$ cat config.mk
export PLATFORM = sky130hd
export DESIGN_NAME = uart_tx_frame_flat
export DESIGN_NICKNAME = d
export VERILOG_FILES = /design/src/rtl/uart_tx_frame_if.sv /design/src/rtl/uart_tx_frame.sv /design/src/flat_wrapper.sv
export SDC_FILE = /design/constraint.sdc
export NUM_CORES = 1
export LEC_CHECK = 0
export ABC_CLOCK_PERIOD_IN_PS = 2150
export CORE_MARGIN = 1
export CORE_UTILIZATION = 54
export CTS_CLUSTER_DIAMETER = 50
export DETAILED_ROUTE_END_ITERATION = 8
export HOLD_SLACK_MARGIN = 0.06
export PLACE_DENSITY = 0.85
export SETUP_SLACK_MARGIN = 0.15
export SLEW_MARGIN = 0
export SYNTH_ARGS = -nofsm -noshare
export SYNTH_HDL_FRONTEND = slang
export SYNTH_SLANG_ARGS = --single-unit
$ cat constraint.sdc
create_clock -name clk -period 2.15 [get_ports clk]
set_clock_uncertainty 0.2 [all_clocks]
set_input_delay 0.3225 -clock clk [delete_from_list [all_inputs] [get_ports clk]]
set_output_delay 0.3225 -clock clk [all_outputs]
set_load 0.02 [all_outputs]
$ cat src/rtl/uart_tx_frame_if.sv
// Parallel-side handshake and serial output bundle for the UART frame transmitter.
// The slave modport is the transmitter; the master modport is the data source.
interface uart_tx_frame_if;
  logic [7:0] P_DATA;
  logic       DATA_VALID;
  logic       PAR_EN;
  logic       PAR_TYP;
  logic [5:0] prescale;
  logic       TX_OUT;
  logic       busy;
  logic       frame_done;

  modport master (
    output P_DATA, DATA_VALID, PAR_EN, PAR_TYP, prescale,
    input  TX_OUT, busy, frame_done
  );

  modport slave (
    input  P_DATA, DATA_VALID, PAR_EN, PAR_TYP, prescale,
    output TX_OUT, busy, frame_done
  );
endinterface

$ cat src/rtl/uart_tx_frame.sv
// UART transmitter: start, 8 data bits LSB first, optional parity, one stop bit.
// Each bit lasts 'prescale' clocks; all frame options are latched on the accept edge.
module uart_tx_frame (
  input  logic           clk,
  input  logic           rst,
  uart_tx_frame_if.slave bus
);

  typedef enum logic [2:0] {StIdle, StStart, StData, StParity, StStop} state_e;

  state_e     state_q;
  logic [5:0] cnt_q;
  logic [2:0] bit_cnt_q;
  logic [7:0] data_q;
  logic       par_en_q;
  logic       par_bit_q;
  logic [5:0] presc_q;
  logic       tx_q;
  logic       busy_q;
  logic       frame_done_q;
  logic       bit_end;

  // presc_q is forced to at least 1 on accept, so the subtraction never wraps while busy.
  assign bit_end = (cnt_q == presc_q - 6'd1);

  always_ff @(posedge clk) begin
    if (rst) begin
      state_q      <= StIdle;
      cnt_q        <= '0;
      bit_cnt_q    <= '0;
      data_q       <= '0;
      par_en_q     <= 1'b0;
      par_bit_q    <= 1'b0;
      presc_q      <= 6'd1;
      tx_q         <= 1'b1;
      busy_q       <= 1'b0;
      frame_done_q <= 1'b0;
    end else begin
      frame_done_q <= 1'b0;
      unique case (state_q)
        StIdle: begin
          tx_q   <= 1'b1;
          busy_q <= 1'b0;
          if (bus.DATA_VALID) begin
            data_q    <= bus.P_DATA;
            par_en_q  <= bus.PAR_EN;
            par_bit_q <= (^bus.P_DATA) ^ bus.PAR_TYP;
            presc_q   <= (bus.prescale == 6'd0) ? 6'd1 : bus.prescale;
            cnt_q     <= '0;
            bit_cnt_q <= '0;
            tx_q      <= 1'b0;
            busy_q    <= 1'b1;
            state_q   <= StStart;
          end
        end
        StStart: begin
          if (bit_end) begin
            cnt_q   <= '0;
            tx_q    <= data_q[0];
            state_q <= StData;
          end else begin
            cnt_q <= cnt_q + 6'd1;
          end
        end
        StData: begin
          if (bit_end) begin
            cnt_q <= '0;
            if (bit_cnt_q == 3'd7) begin
              bit_cnt_q <= '0;
              if (par_en_q) begin
                tx_q    <= par_bit_q;
                state_q <= StParity;
              end else begin
                tx_q    <= 1'b1;
                state_q <= StStop;
              end
            end else begin
              bit_cnt_q <= bit_cnt_q + 3'd1;
              tx_q      <= data_q[bit_cnt_q + 3'd1];
            end
          end else begin
            cnt_q <= cnt_q + 6'd1;
          end
        end
        StParity: begin
          if (bit_end) begin
            cnt_q   <= '0;
            tx_q    <= 1'b1;
            state_q <= StStop;
          end else begin
            cnt_q <= cnt_q + 6'd1;
          end
        end
        StStop: begin
          if (bit_end) begin
            cnt_q        <= '0;
            tx_q         <= 1'b1;
            busy_q       <= 1'b0;
            frame_done_q <= 1'b1;
            state_q      <= StIdle;
          end else begin
            cnt_q <= cnt_q + 6'd1;
          end
        end
        default: begin
          state_q <= StIdle;
          tx_q    <= 1'b1;
          busy_q  <= 1'b0;
        end
      endcase
    end
  end

  assign bus.TX_OUT     = tx_q;
  assign bus.busy       = busy_q;
  assign bus.frame_done = frame_done_q;

endmodule

$ cat src/flat_wrapper.sv
// flat-port wrapper written by rule: the top's interface ports become plain ports
module uart_tx_frame_flat 
  (clk, rst, bus_P_DATA, bus_DATA_VALID, bus_PAR_EN, bus_PAR_TYP, bus_prescale, bus_TX_OUT, bus_busy, bus_frame_done);
  uart_tx_frame_if bus_i ();
  input  logic clk;
  input  logic rst;
  input wire logic [$bits(bus_i.P_DATA)-1:0] bus_P_DATA;
  input wire logic [$bits(bus_i.DATA_VALID)-1:0] bus_DATA_VALID;
  input wire logic [$bits(bus_i.PAR_EN)-1:0] bus_PAR_EN;
  input wire logic [$bits(bus_i.PAR_TYP)-1:0] bus_PAR_TYP;
  input wire logic [$bits(bus_i.prescale)-1:0] bus_prescale;
  output wire logic [$bits(bus_i.TX_OUT)-1:0] bus_TX_OUT;
  output wire logic [$bits(bus_i.busy)-1:0] bus_busy;
  output wire logic [$bits(bus_i.frame_done)-1:0] bus_frame_done;
  assign bus_i.P_DATA = bus_P_DATA;
  assign bus_i.DATA_VALID = bus_DATA_VALID;
  assign bus_i.PAR_EN = bus_PAR_EN;
  assign bus_i.PAR_TYP = bus_PAR_TYP;
  assign bus_i.prescale = bus_prescale;
  assign bus_TX_OUT = bus_i.TX_OUT;
  assign bus_busy = bus_i.busy;
  assign bus_frame_done = bus_i.frame_done;
  uart_tx_frame u_core (.clk(clk), .rst(rst), .bus(bus_i));
endmodule
# Word-level counts from Yosys, hierarchy flattened
# Index checks and enable logic that the tools add are counted.
# op_classes
n_addsub,3
multipliers,0
div_mod_pow,0
magnitude_cmp,1
n_eq_ne,13
shift,0
mux,29
n_bitwise,3
reduce_logical,15
# ops
op,n
2-to-1 mux 3 bit,10
2-to-1 mux 6 bit,3
case mux 3 bit (5 select lines),1
inequality test 2 x 1 -> 1 bit (second input constant),6
case mux 6 bit (2 select lines),1
2-to-1 mux 1 bit,10
parity 8 bit,1
adder 6 x 1 -> 6 bit (second input constant),1
== test 3 x 2 -> 1 bit (second input constant),2
== test 3 bit (second input constant),2
== test 6 bit,1
zero test 6 bit,1
case mux 3 bit (2 select lines),1
AND reduction 2 bit,3
AND reduction 3 bit,2
AND reduction 6 bit,1
subtractor 6 x 1 -> 6 bit (second input constant),1
less-than comparator 3 x 4 -> 1 bit (second input constant),1
case mux 1 bit (4 select lines),1
nonzero test 2 bit,2
OR reduction 2 bit,2
OR reduction 4 bit,1
adder 3 x 1 -> 3 bit (second input constant),1
binary-select mux 1 bit (select 3 bit),1
7 further kinds,8
# totals
register_bits,31
latch_bits,0
mem_bits_rw,0
romBits,0
in_bits,19
wordCells,74
n_memories,0

# Logic depth before layout (Yosys ltp)
# Gate-level depths: netlist of run 1.
# depth
word_depth,6
depth_mapped,7
depth_no_buf,7

# Worst setup path after synthesis of run 1
# OpenSTA, ideal clock, no wires.
# synth_path
kind,reg2reg
start,register u_core.presc_q[0]
end,register u_core.state_q[1]
arrival_ps,1627
path_slack_ps,220
stages_incl_launch_ff,8
period_less_slack_ps,1930
cell_sequence,dfxtp_1 > inv_1 > ha_1 > xnor2_1 > nor2_1 > and4_1 > a31oi_1 > a2111oi_2
# synth_between
elab_chain_len,4
# synth_lines
item,line,rtl
start: declaration,uart_tx_frame.sv:17,logic [5:0] presc_q;
start signal: assignment,uart_tx_frame.sv:48,presc_q <= (bus.prescale == 6'd0) ? 6'd1 : bus.prescale;
subtractor 6 x 1 -> 6 bit (*),uart_tx_frame.sv:24,assign bit_end = (cnt_q == presc_q - 6'd1);
== test 6 bit (*),uart_tx_frame.sv:24,
inequality test 2 x 1 -> 1 bit (no source line),n/a,
AND reduction 6 bit (no source line) (*),n/a,
end signal: assignment,uart_tx_frame.sv:28,state_q <= StIdle;
end signal: assignment,uart_tx_frame.sv:53,state_q <= StStart;
end signal: assignment,uart_tx_frame.sv:60,state_q <= StData;
end: declaration,uart_tx_frame.sv:11,state_e state_q;
# Mark *: on every way between the ends. The rest lies on a longest branch, timed or not.
# A chain may end at the register's enable or synchronous reset.

# Worst setup path after layout of run 1
# layout_path
start,register u_core.cnt_q[4]
end,register u_core.bit_cnt_q[0]
# layout_between
elab_chain_len,3
# layout_lines
item,line,rtl
start: declaration,uart_tx_frame.sv:12,logic [5:0] cnt_q;
start signal: assignment,uart_tx_frame.sv:62,cnt_q <= cnt_q + 6'd1;
start signal: assignment,uart_tx_frame.sv:82,cnt_q <= cnt_q + 6'd1;
start signal: assignment,uart_tx_frame.sv:91,cnt_q <= cnt_q + 6'd1;
== test 6 bit,uart_tx_frame.sv:24,
inequality test 2 x 1 -> 1 bit (no source line),n/a,
AND reduction 3 bit (no source line),n/a,
end signal: assignment,uart_tx_frame.sv:78,bit_cnt_q <= bit_cnt_q + 3'd1;
end: declaration,uart_tx_frame.sv:13,logic [2:0] bit_cnt_q;
# Every way passes these cells.

==> results of run 1 <==
## worst max path at each step
stage / startpoint / to / slack (ns) / cells after the start
floorplan: u_core.presc_q[0] / u_core.state_q[1] / 0.22 / 7
finish: u_core.cnt_q[4] / u_core.bit_cnt_q[0] / 0.20 / 6
detailed placement: bus_DATA_VALID / u_core.cnt_q[3] / -0.01 / 6
CTS: u_core.presc_q[1] / u_core.bit_cnt_q[0] / 0.15 / 7
global placement: bus_DATA_VALID / u_core.cnt_q[3] / 0.06 / 6
global route: u_core.presc_q[1] / u_core.bit_cnt_q[0] / 0.11 / 7
## layout make-up
class / instances / area [µm²]
Multi-Input combinational cell: 151 / 1080
Fill cell: 237 / 891
Sequential cell: 31 / 627
Timing Repair Buffer: 34 / 308
Clock buffer: 8 / 68.8
Tap cell: 44 / 55.1
Inverter: 5 / 18.8
## stage by stage
stage,hold slack (ns),worst slack (ns),util (%),std cells,setup TNS (ns)
6_report,0.275,0.201,70.8,273,0
5_1_grt,0.289,0.113,70.8,273,0
4_1_cts,0.266,0.152,68.0,269,0
3_5_place_dp,0.253,-0.0104,65.4,261,-0.0104
3_3_place_gp,0.242,0.0580,65.4,261,0
2_1_floorplan,0.233,0.220,-,197,0
## registers in the layout, summed over array words and instances, names as in the netlist
| name | flops |
|---|---|
| u_core.bit_cnt_q | 3 |
| u_core.data_q | 8 |
| u_core.bus.busy | 1 |
| u_core.presc_q | 6 |
| u_core.par_en_q | 1 |
| u_core.par_bit_q | 1 |
| u_core.cnt_q | 6 |
| u_core.bus.TX_OUT | 1 |
| u_core.bus.frame_done | 1 |
| u_core.state_q | 3 |
## critical path: stages, from the launching register on
cell and delay (ns):
dfxtp_1 0.40, xor2_1 0.33, o21bai_4 0.10, a311oi_4 0.38
nand4_1 0.14, buf_4 0.18, mux2i_1 0.11
## metal layers
layer | vias up | share of wire (%) | GRT usage [%]
met5 | - | 0 | 0
met4 | 0 | 1.4 | 8.50
met3 | 8 | 3.5 | 5.71
met2 | 35 | 50 | 38.3
met1 | 707 | 45 | 30.8
li1 | 759 | - | -
## cell usage after synthesis (all sizes together) (4+ instances only)
cell	instances
a211oi	5
a21oi	20
buf	7
dfxtp	31
ha	4
inv	5
mux2i	7
nand2	35
nand2b	5
nand4	4
nor2	13
xnor2	13
xor2	7
## report_power, final
part | total, mW | switching [mW] | internal, mW
clock | 0.393 | 0.200 | 0.192
sequential | 0.685 | 0.0577 | 0.627
combinational | 0.534 | 0.277 | 0.257
## kinds of logic (layout without fill, tap and decap cells)
kind of cell	after synthesis	count (layout)
compound gates	43	43
xor+xnor	20	20
fa+ha+maj	4	4
buf+inv	15	47
flops	31	31
mux	10	10
simple gates	74	74
## what timing repair did
| item | CTS | global route |
|---|---|---|
| setup buffers | 0 | 4 |
| pin swaps | 4 | 6 |
| resized for setup | 2 | 11 |
| setup endpoints to repair | 4 | 14 |
==> impl_metrics.json, run 1 <==
{
  "yosysWarnings": 0,
  "critPathCaptureType": "register",
  "post-route-drc-count": 0,
  "fin_nets": 251,
  "place_hpwl_um": 2770,
  "clk_latency_ns": 0.33,
  "antenna_left": 0,
  "synth_area_per_cell_um2": 8.78,
  "cts_hold_buf": 0,
  "via_per_inst": 5.53,
  "synthSimpleGateAreaFrac_pct": 21.0,
  "die_height_um": 58.6,
  "r2r_setup_slack_ns": 0.20,
  "hold_viol": 0,
  "vias": 1509,
  "num_rows": 20,
  "synthFlopType": "dfxtp_1",
  "synth_compound_area_share_pct": 17.9,
  "syn-cell-area_mm2": 0.00173,
  "r2r_start": "u_core.cnt_q[4]",
  "drtIter0Drc": 49,
  "crit_type": "register to register",
  "synth_mux_area_share_pct": 7.31,
  "grt_use_total_pct": 23.6,
  "pin_count": 22,
  "clock.fmax_mhz": 513,
  "r2r_cells": 6,
  "die_w_um": 58.6,
  "core_area_mm2": 0.00305,
  "rsz0062_at_grt": "true",
  "synth_top_family_by_area": "simple AND/OR/NAND/NOR gates",
  "status": "finished clean",
  "drive_gt1_share_pct": 18.3,
  "finalSetupViolCount": 0,
  "synth.largest_area_cell": "dfxtp_1",
  "clk_pin_slew_ns": 0.10,
  "dieArea_mm2": 0.00343,
  "synth_area_leaders": "dfxtp_1 (36%), nand2_1 (7.6%), xnor2_1 (6.6%)",
  "antenna_found_initial": 0,
  "max_cap_viol_count": 0,
  "cts.sinks": 31,
  "wl_per_cell_um": 13.9,
  "tightestPinTransition_ns": 0.460,
  "slew_headroom_pct": 69.1,
  "wl_um": 3780,
  "whs_path_depth": 2,
  "cts_buffers": 5,
  "hold_path_class": "register to register",
  "ir_drop_mv": 0.448,
  "area_growth_pct": 25.0,
  "grt_max_degree": 22,
  "clockBufferDepth": 2,
  "power_density_mw_per_mm2": 745,
  "mostFrequentLayoutCell": "nand2_1",
  "portBuffers": 21,
  "power_mw": 1.61,
  "htree_levels": 2,
  "synthArstFlopShare_pct": 0,
  "min_from": "u_core.data_q[4]",
  "final_area_mm2": 0.00216,
  "overflow": 0,
  "synthCells": 197,
  "most-common-layout-cells": "nand2_1 (35), dfxtp_1 (28), clkdlybuf4s50_1 (21), a21oi_1 (19)",
  "period_needed_ns": 1.95,
  "crit_path_max_fanout": 5,
  "synthAdderAreaFrac_pct": 2.89,
  "synth_xor_area_share_pct": 10.1,
  "yosysUniqueCellTypes": 50,
  "synth_edf_count": 0,
  "grt_pass1_vias": 1404,
  "dr.pass1.iters": 4,
  "hold_end": "u_core.data_q[4]",
  "cts_root_buf": "clkbuf_4",
  "antenna_cells": 0,
  "slew_viol_final": 0,
  "fin_crit_sh_pct": 90.6,
  "ys_seq_area_share_pct": 35.9,
  "cts_tree": "built",
  "syn_nets": 220,
  "place.gp.congestion": 0.864,
  "p_leak_nw": 0.797,
  "netlist.area_leader.share_pct": 35.9,
  "grt_pass1_wl_um": 6220,
  "dpl_cell_area_mm2": 0.00200,
  "timing.rr.end": "u_core.bit_cnt_q[0]",
  "cp-start-kind": "register",
  "ys_ff_latch": 31,
  "initial_utilization_pct": 56.6,
  "cp.arrival_ns": 1.98,
  "cp.required_ns": 2.18
}
Power figures use the tool's default switching activity.
==> inputs of run 2 (changes only) <==
Settings changed: ABC_AREA set to 0, SETUP_SLACK_MARGIN 0.15 to unset.
==> run 2 against run 1 <==
  * Global-route usage is 0.23 points lower
  * Flip-flop and latch count stayed put
  * Combinational power is 4% lower
  * Utilization is 1.4 points lower
  * Critical path type unchanged
  * Wire length is 2.5% lower
  * Highest routed layer unchanged
  * Clock power is 1% lower
==> impl_metrics.json, run 2 (same netlist as run 1, synthesis figures left out) <==
{
  "cts_tree": "built",
  "max_cap_viol_count": 0,
  "via_per_inst": 5.45,
  "r2r_start": "u_core.presc_q[1]",
  "tightestPinTransition_ns": 0.449,
  "hold_viol": 0,
  "cp-start-kind": "register",
  "place.gp.congestion": 0.864,
  "place_hpwl_um": 2770,
  "largest_register_ffs": 8,
  "num_rows": 20,
  "htree_levels": 2,
  "cp.required_ns": 2.16,
  "critPathCaptureType": "register",
  "cts_hold_buf": 0,
  "power_density_mw_per_mm2": 748,
  "crit_type": "register to register",
  "grt_max_degree": 22,
  "startpoint": "u_core.presc_q[1]",
  "dr.pass1.iters": 4,
  "r2r_setup_slack_ns": 0.12,
  "most-common-layout-cells": "nand2_1 (35), dfxtp_1 (30), clkdlybuf4s50_1 (21), a21oi_1 (19), xnor2_1 (13)",
  "die_w_um": 58.6,
  "grt_use_total_pct": 23.4,
  "wl_per_cell_um": 13.7,
  "clk_latency_ns": 0.32,
  "clockBufferDepth": 2,
  "period_needed_ns": 2.03,
  "top_register": "u_core.data_q",
  "drtIter0Drc": 38,
  "p_leak_nw": 0.785,
  "hold_path_class": "register to register",
  "dpl_cell_area_mm2": 0.00200,
  "cts_buffers": 5,
  "placedCellCount": 261,
  "final_area_mm2": 0.00212,
  "antenna_found_initial": 0,
  "crit_path_max_fanout": 5,
  "grt_pass1_vias": 1409,
  "antenna_cells": 0,
  "drive_gt1_share_pct": 15.9,
  "area_growth_pct": 22.6,
  "clk_pin_slew_ns": 0.10,
  "finalSetupViolCount": 0,
  "dieArea_mm2": 0.00343,
  "wl_um": 3690,
  "ir_drop_mv": 0.448,
  "fin_nets": 248,
  "slew_viol_final": 0,
  "post-route-drc-count": 0,
  "mostFrequentLayoutCell": "nand2_1",
  "cts.sinks": 31,
  "core_area_mm2": 0.00305,
  "die_height_um": 58.6,
  "reg_top3": "u_core.data_q x8, u_core.cnt_q x6, u_core.presc_q x6",
  "r2r_cells": 6,
  "status": "finished clean",
  "n_fill_cell": 241,
  "overflow": 0,
  "timing.rr.end": "u_core.bit_cnt_q[0]",
  "cp.arrival_ns": 2.04,
  "pin_count": 22,
  "instances_no_fill": 270,
  "fin_crit_sh_pct": 94.5,
  "clock.fmax_mhz": 492,
  "crit_path_end": "u_core.bit_cnt_q[0]",
  "slew_headroom_pct": 69.2,
  "initial_utilization_pct": 56.6,
  "cts_root_buf": "clkbuf_4",
  "antenna_left": 0,
  "portBuffers": 21,
  "grt_pass1_wl_um": 6170,
  "vias": 1472
}
run 2: cell count changes in the layout (fill, tap and decap cells not counted), sizes merged:
| cell | delta |
|---|---|
| buf | -3 |
run 2: critical path, stage by stage, from the launching register on:
cell and delay [ns]:
dfxtp_4 0.37, inv_1 0.06, ha_4 0.17, nand2b_2 0.22
a311oi_4 0.43, nand4_1 0.29, mux2i_1 0.18
run 2: timing repair:
| action | in CTS | in global routing |
|---|---|---|
| setup buffers | 0 | 1 |
| setup endpoints to repair | 0 | 4 |
| gates resized for setup | 0 | 10 |
| hold endpoints to repair | 0 | 0 |
run 2: power breakdown:
group          internal [mW]  switching (mW)  total, mW
clock                  0.192           0.197      0.389
sequential             0.626          0.0582      0.684
combinational          0.244           0.270      0.514
total                   1.06           0.525       1.59
run 2: how the worst min path moves through the flow:
stage                     start  cells after the start                to  slack, ns
3_5_place_dp   u_core.data_q[4]                      2  u_core.data_q[4]       0.25
4_1_cts        u_core.data_q[4]                      2  u_core.data_q[4]       0.27
3_3_place_gp   u_core.data_q[4]                      2  u_core.data_q[4]       0.24
2_1_floorplan  u_core.data_q[4]                      2  u_core.data_q[4]       0.23
6_report       u_core.data_q[4]                      2  u_core.data_q[4]       0.27
5_1_grt        u_core.data_q[7]                      2  u_core.data_q[7]       0.29
run 2: final cells by class:
cell class                 count  area (µm²)  area share, %
clock buffer                   8        68.8           3.24
inverter                       5        18.8          0.885
multi-input combinational    151        1070           50.4
sequential                    31         624           29.4
tap                           44        55.1           2.60
timing repair buffer          31         285           13.5
run 2: routing by layer:
layer  up-vias  part of all wire [%]  GRT usage [%]
met5         -                     0              0
met4         0                  0.68           8.50
met3         2                   3.3           5.71
met2        35                    50           37.9
met1       684                    46           30.4
li1        751                     -              -
run 2: through the flow:
| step | util (%) | power, mW | hold WS (ns) | worst slack [ns] | TNS [ns] |
|---|---|---|---|---|---|
| 2_1_floorplan | - | 1.03 | 0.233 | 0.220 | 0 |
| 3_3_place_gp | 65.4 | 1.16 | 0.242 | 0.0580 | 0 |
| 3_5_place_dp | 65.4 | 1.17 | 0.253 | -0.0104 | -0.0104 |
| 4_1_cts | 67.7 | 1.56 | 0.266 | 0.0751 | 0 |
| 5_1_grt | 69.5 | 1.67 | 0.289 | -0.00732 | -0.00732 |
| 6_report | 69.5 | 1.59 | 0.266 | 0.118 | 0 |
==> inputs of run 3 (changes only) <==
Settings changed: CORE_UTILIZATION 54 to 57, CTS_BUF_LIST set to sky130_fd_sc_hd__clkbuf_4, PLACE_DENSITY 0.85 to 0.89.
==> run 3 against run 2 <==
  * The flow now finishes with violations (DRC)
  * Flip-flop and latch count unchanged
  * Die area is 5.1% lower
  * Utilization increased by 3.6 points
  * Via count up 6.0%
  * Critical path type unchanged
  * Critical endpoint is now u_core.state_q[1]
==> impl_metrics.json, run 3 (same netlist as run 1, synthesis figures left out) <==
{
  "status": "complete, but fails checks",
  "violations": "DRC",
  "via_per_inst": 6.05,
  "period_needed_ns": 2.04,
  "mostFrequentLayoutCell": "nand2_1",
  "clk_latency_ns": 0.34,
  "startpoint": "u_core.presc_q[1]",
  "fin_nets": 249,
  "slew_viol_final": 0,
  "place_hpwl_um": 2940,
  "critPathCaptureType": "register",
  "slew_headroom_pct": 67.3,
  "grt_max_degree": 16,
  "core_area_mm2": 0.00281,
  "largest_register_ffs": 8,
  "cpMaxStageDelayCell": "a311oi_4",
  "hold_viol": 0,
  "antenna_left": 0,
  "slowest_delay_ns": 0.40,
  "power_density_mw_per_mm2": 748,
  "crit_type": "register to register",
  "pin_count": 22,
  "wl_um": 3840,
  "area_growth_pct": 18.5,
  "cp-start-kind": "register",
  "wl_per_cell_um": 14.9,
  "portBuffers": 21,
  "num_rows": 19,
  "n_fill_cell": 210,
  "cts_root_buf": "clkbuf_4",
  "drive_gt1_share_pct": 13.7,
  "power_mw": 1.53,
  "drtIter0Drc": 42,
  "crit_path_max_fanout": 4,
  "grt_use_total_pct": 26.8,
  "clock.fmax_mhz": 489,
  "path_buf_inv": 1,
  "multi_input_area_mm2": 0.00103,
  "final_area_mm2": 0.00205,
  "min_from": "u_core.data_q[7]",
  "rsz0062_at_grt": "true",
  "cts.sinks": 31,
  "cts_hold_buf": 0,
  "ff_latch_area_um2": 621,
  "clockBufferDepth": 2,
  "p_leak_nw": 0.774,
  "r2r_start": "u_core.presc_q[1]",
  "cp.arrival_ns": 2.09,
  "ir_drop_mv": 0.476,
  "cp.required_ns": 2.20,
  "fin_hold_ws_ns": 0.273,
  "finalSetupViolCount": 0,
  "htree_levels": 2,
  "most-common-layout-cells": "nand2_1 (35), dfxtp_1 (31), clkdlybuf4s50_1 (21), a21oi_1 (19), xnor2_1 (13)",
  "cts_buffers": 5,
  "worstPathCellList": "inv_1 > ha_1 > nand2b_1 > o21bai_2 > a311oi_4 > a31oi_1 > a2111oi_2",
  "hold_path_class": "register to register",
  "cp_top_family": "compound AO/OA/AOI/OAI gates",
  "clk_pin_slew_ns": 0.10,
  "cts_tree": "built",
  "die_height_um": 57.1,
  "post-route-drc-count": 2,
  "dr.pass1.iters": 7,
  "tightestPinTransition_ns": 0.477,
  "fin_crit_sh_pct": 95.1,
  "die_w_um": 57.1,
  "grt_pass1_vias": 1550,
  "grt_pass1_wl_um": 6710,
  "antenna_found_initial": 0,
  "dpl_cell_area_mm2": 0.00199,
  "antenna_cells": 0,
  "initial_utilization_pct": 61.6,
  "vias": 1561,
  "top_register": "u_core.data_q",
  "dieArea_mm2": 0.00326,
  "overflow": 0,
  "max_cap_viol_count": 0,
  "reg_top3": "u_core.data_q x8, u_core.cnt_q x6, u_core.presc_q x6",
  "place.gp.congestion": 0.855
}
[run 3: cell count changes in the layout (fill, tap and decap cells not counted), sizes merged]
cell | previous run | this run
buf | 10 | 11
clkbuf | 8 | 6
clkinv | 0 | 2
[run 3: worst reg2reg max path, stage by stage (launching register included)]
cell and delay, ns:
dfxtp_1 0.34, inv_1 0.06, ha_1 0.15, nand2b_1 0.09, o21bai_2 0.22, a311oi_4 0.40
a31oi_1 0.16, a2111oi_2 0.33
[run 3: through the flow]
step	instances	TNS, ns	setup WS [ns]	utilization [%]
finish	258	0	0.106	73.1
global route	258	-0.00471	-0.00471	73.1
CTS	257	0	0.107	72.7
detailed placement	249	-0.0549	-0.0516	70.9
global placement	249	0	0.0303	70.9
floorplan	197	0	0.220	-
[run 3: path summary, 6_finish.rpt]
check             slack [ns]  cells after the start                end
setup / recovery        0.11                      7  u_core.state_q[1]
hold / removal          0.27                      2   u_core.data_q[7]
setup reg to reg        0.11                      7  u_core.state_q[1]
hold reg to reg         0.27                      2   u_core.data_q[7]
[run 3: what timing repair did]
| item | CTS | global route |
|---|---|---|
| setup buffers | 0 | 1 |
| endpoints found under the setup margin | 0 | 5 |
| resized for setup | 0 | 1 |
| endpoints found under the hold margin | 0 | 0 |
[run 3: metal layers]
| layer | track usage (%) | share of wire, % | wire length, µm | vias up |
|---|---|---|---|---|
| met4 | 11.8 | 2.9 | 110 | 0 |
| li1 | - | - | - | 758 |
| met3 | 8.62 | 5.8 | 221 | 15 |
| met1 | 31.4 | 42 | 1620 | 733 |
| met2 | 44.9 | 49 | 1880 | 55 |
| met5 | 0 | 0 | 0 | - |
[run 3: where the power goes]
| group | internal [mW] | total [mW] | switching, mW | leakage, nW |
|---|---|---|---|---|
| Sequential | 0.626 | 0.682 | 0.0554 | 0.253 |
| Combinational | 0.240 | 0.510 | 0.270 | 0.490 |
| Clock | 0.133 | 0.341 | 0.207 | 0.0307 |
| Total | 1.00 | 1.53 | 0.532 | 0.774 |
[run 3: layout make-up]
| class | count | share of cell area (%) |
|---|---|---|
| clock buffer | 6 | 2.20 |
| inverter | 5 | 0.916 |
| multi-input combinational | 151 | 50.1 |
| tap | 31 | 1.89 |
| clock inverter | 2 | 0.366 |
| timing repair buffer | 32 | 14.3 |
| sequential | 31 | 30.3 |
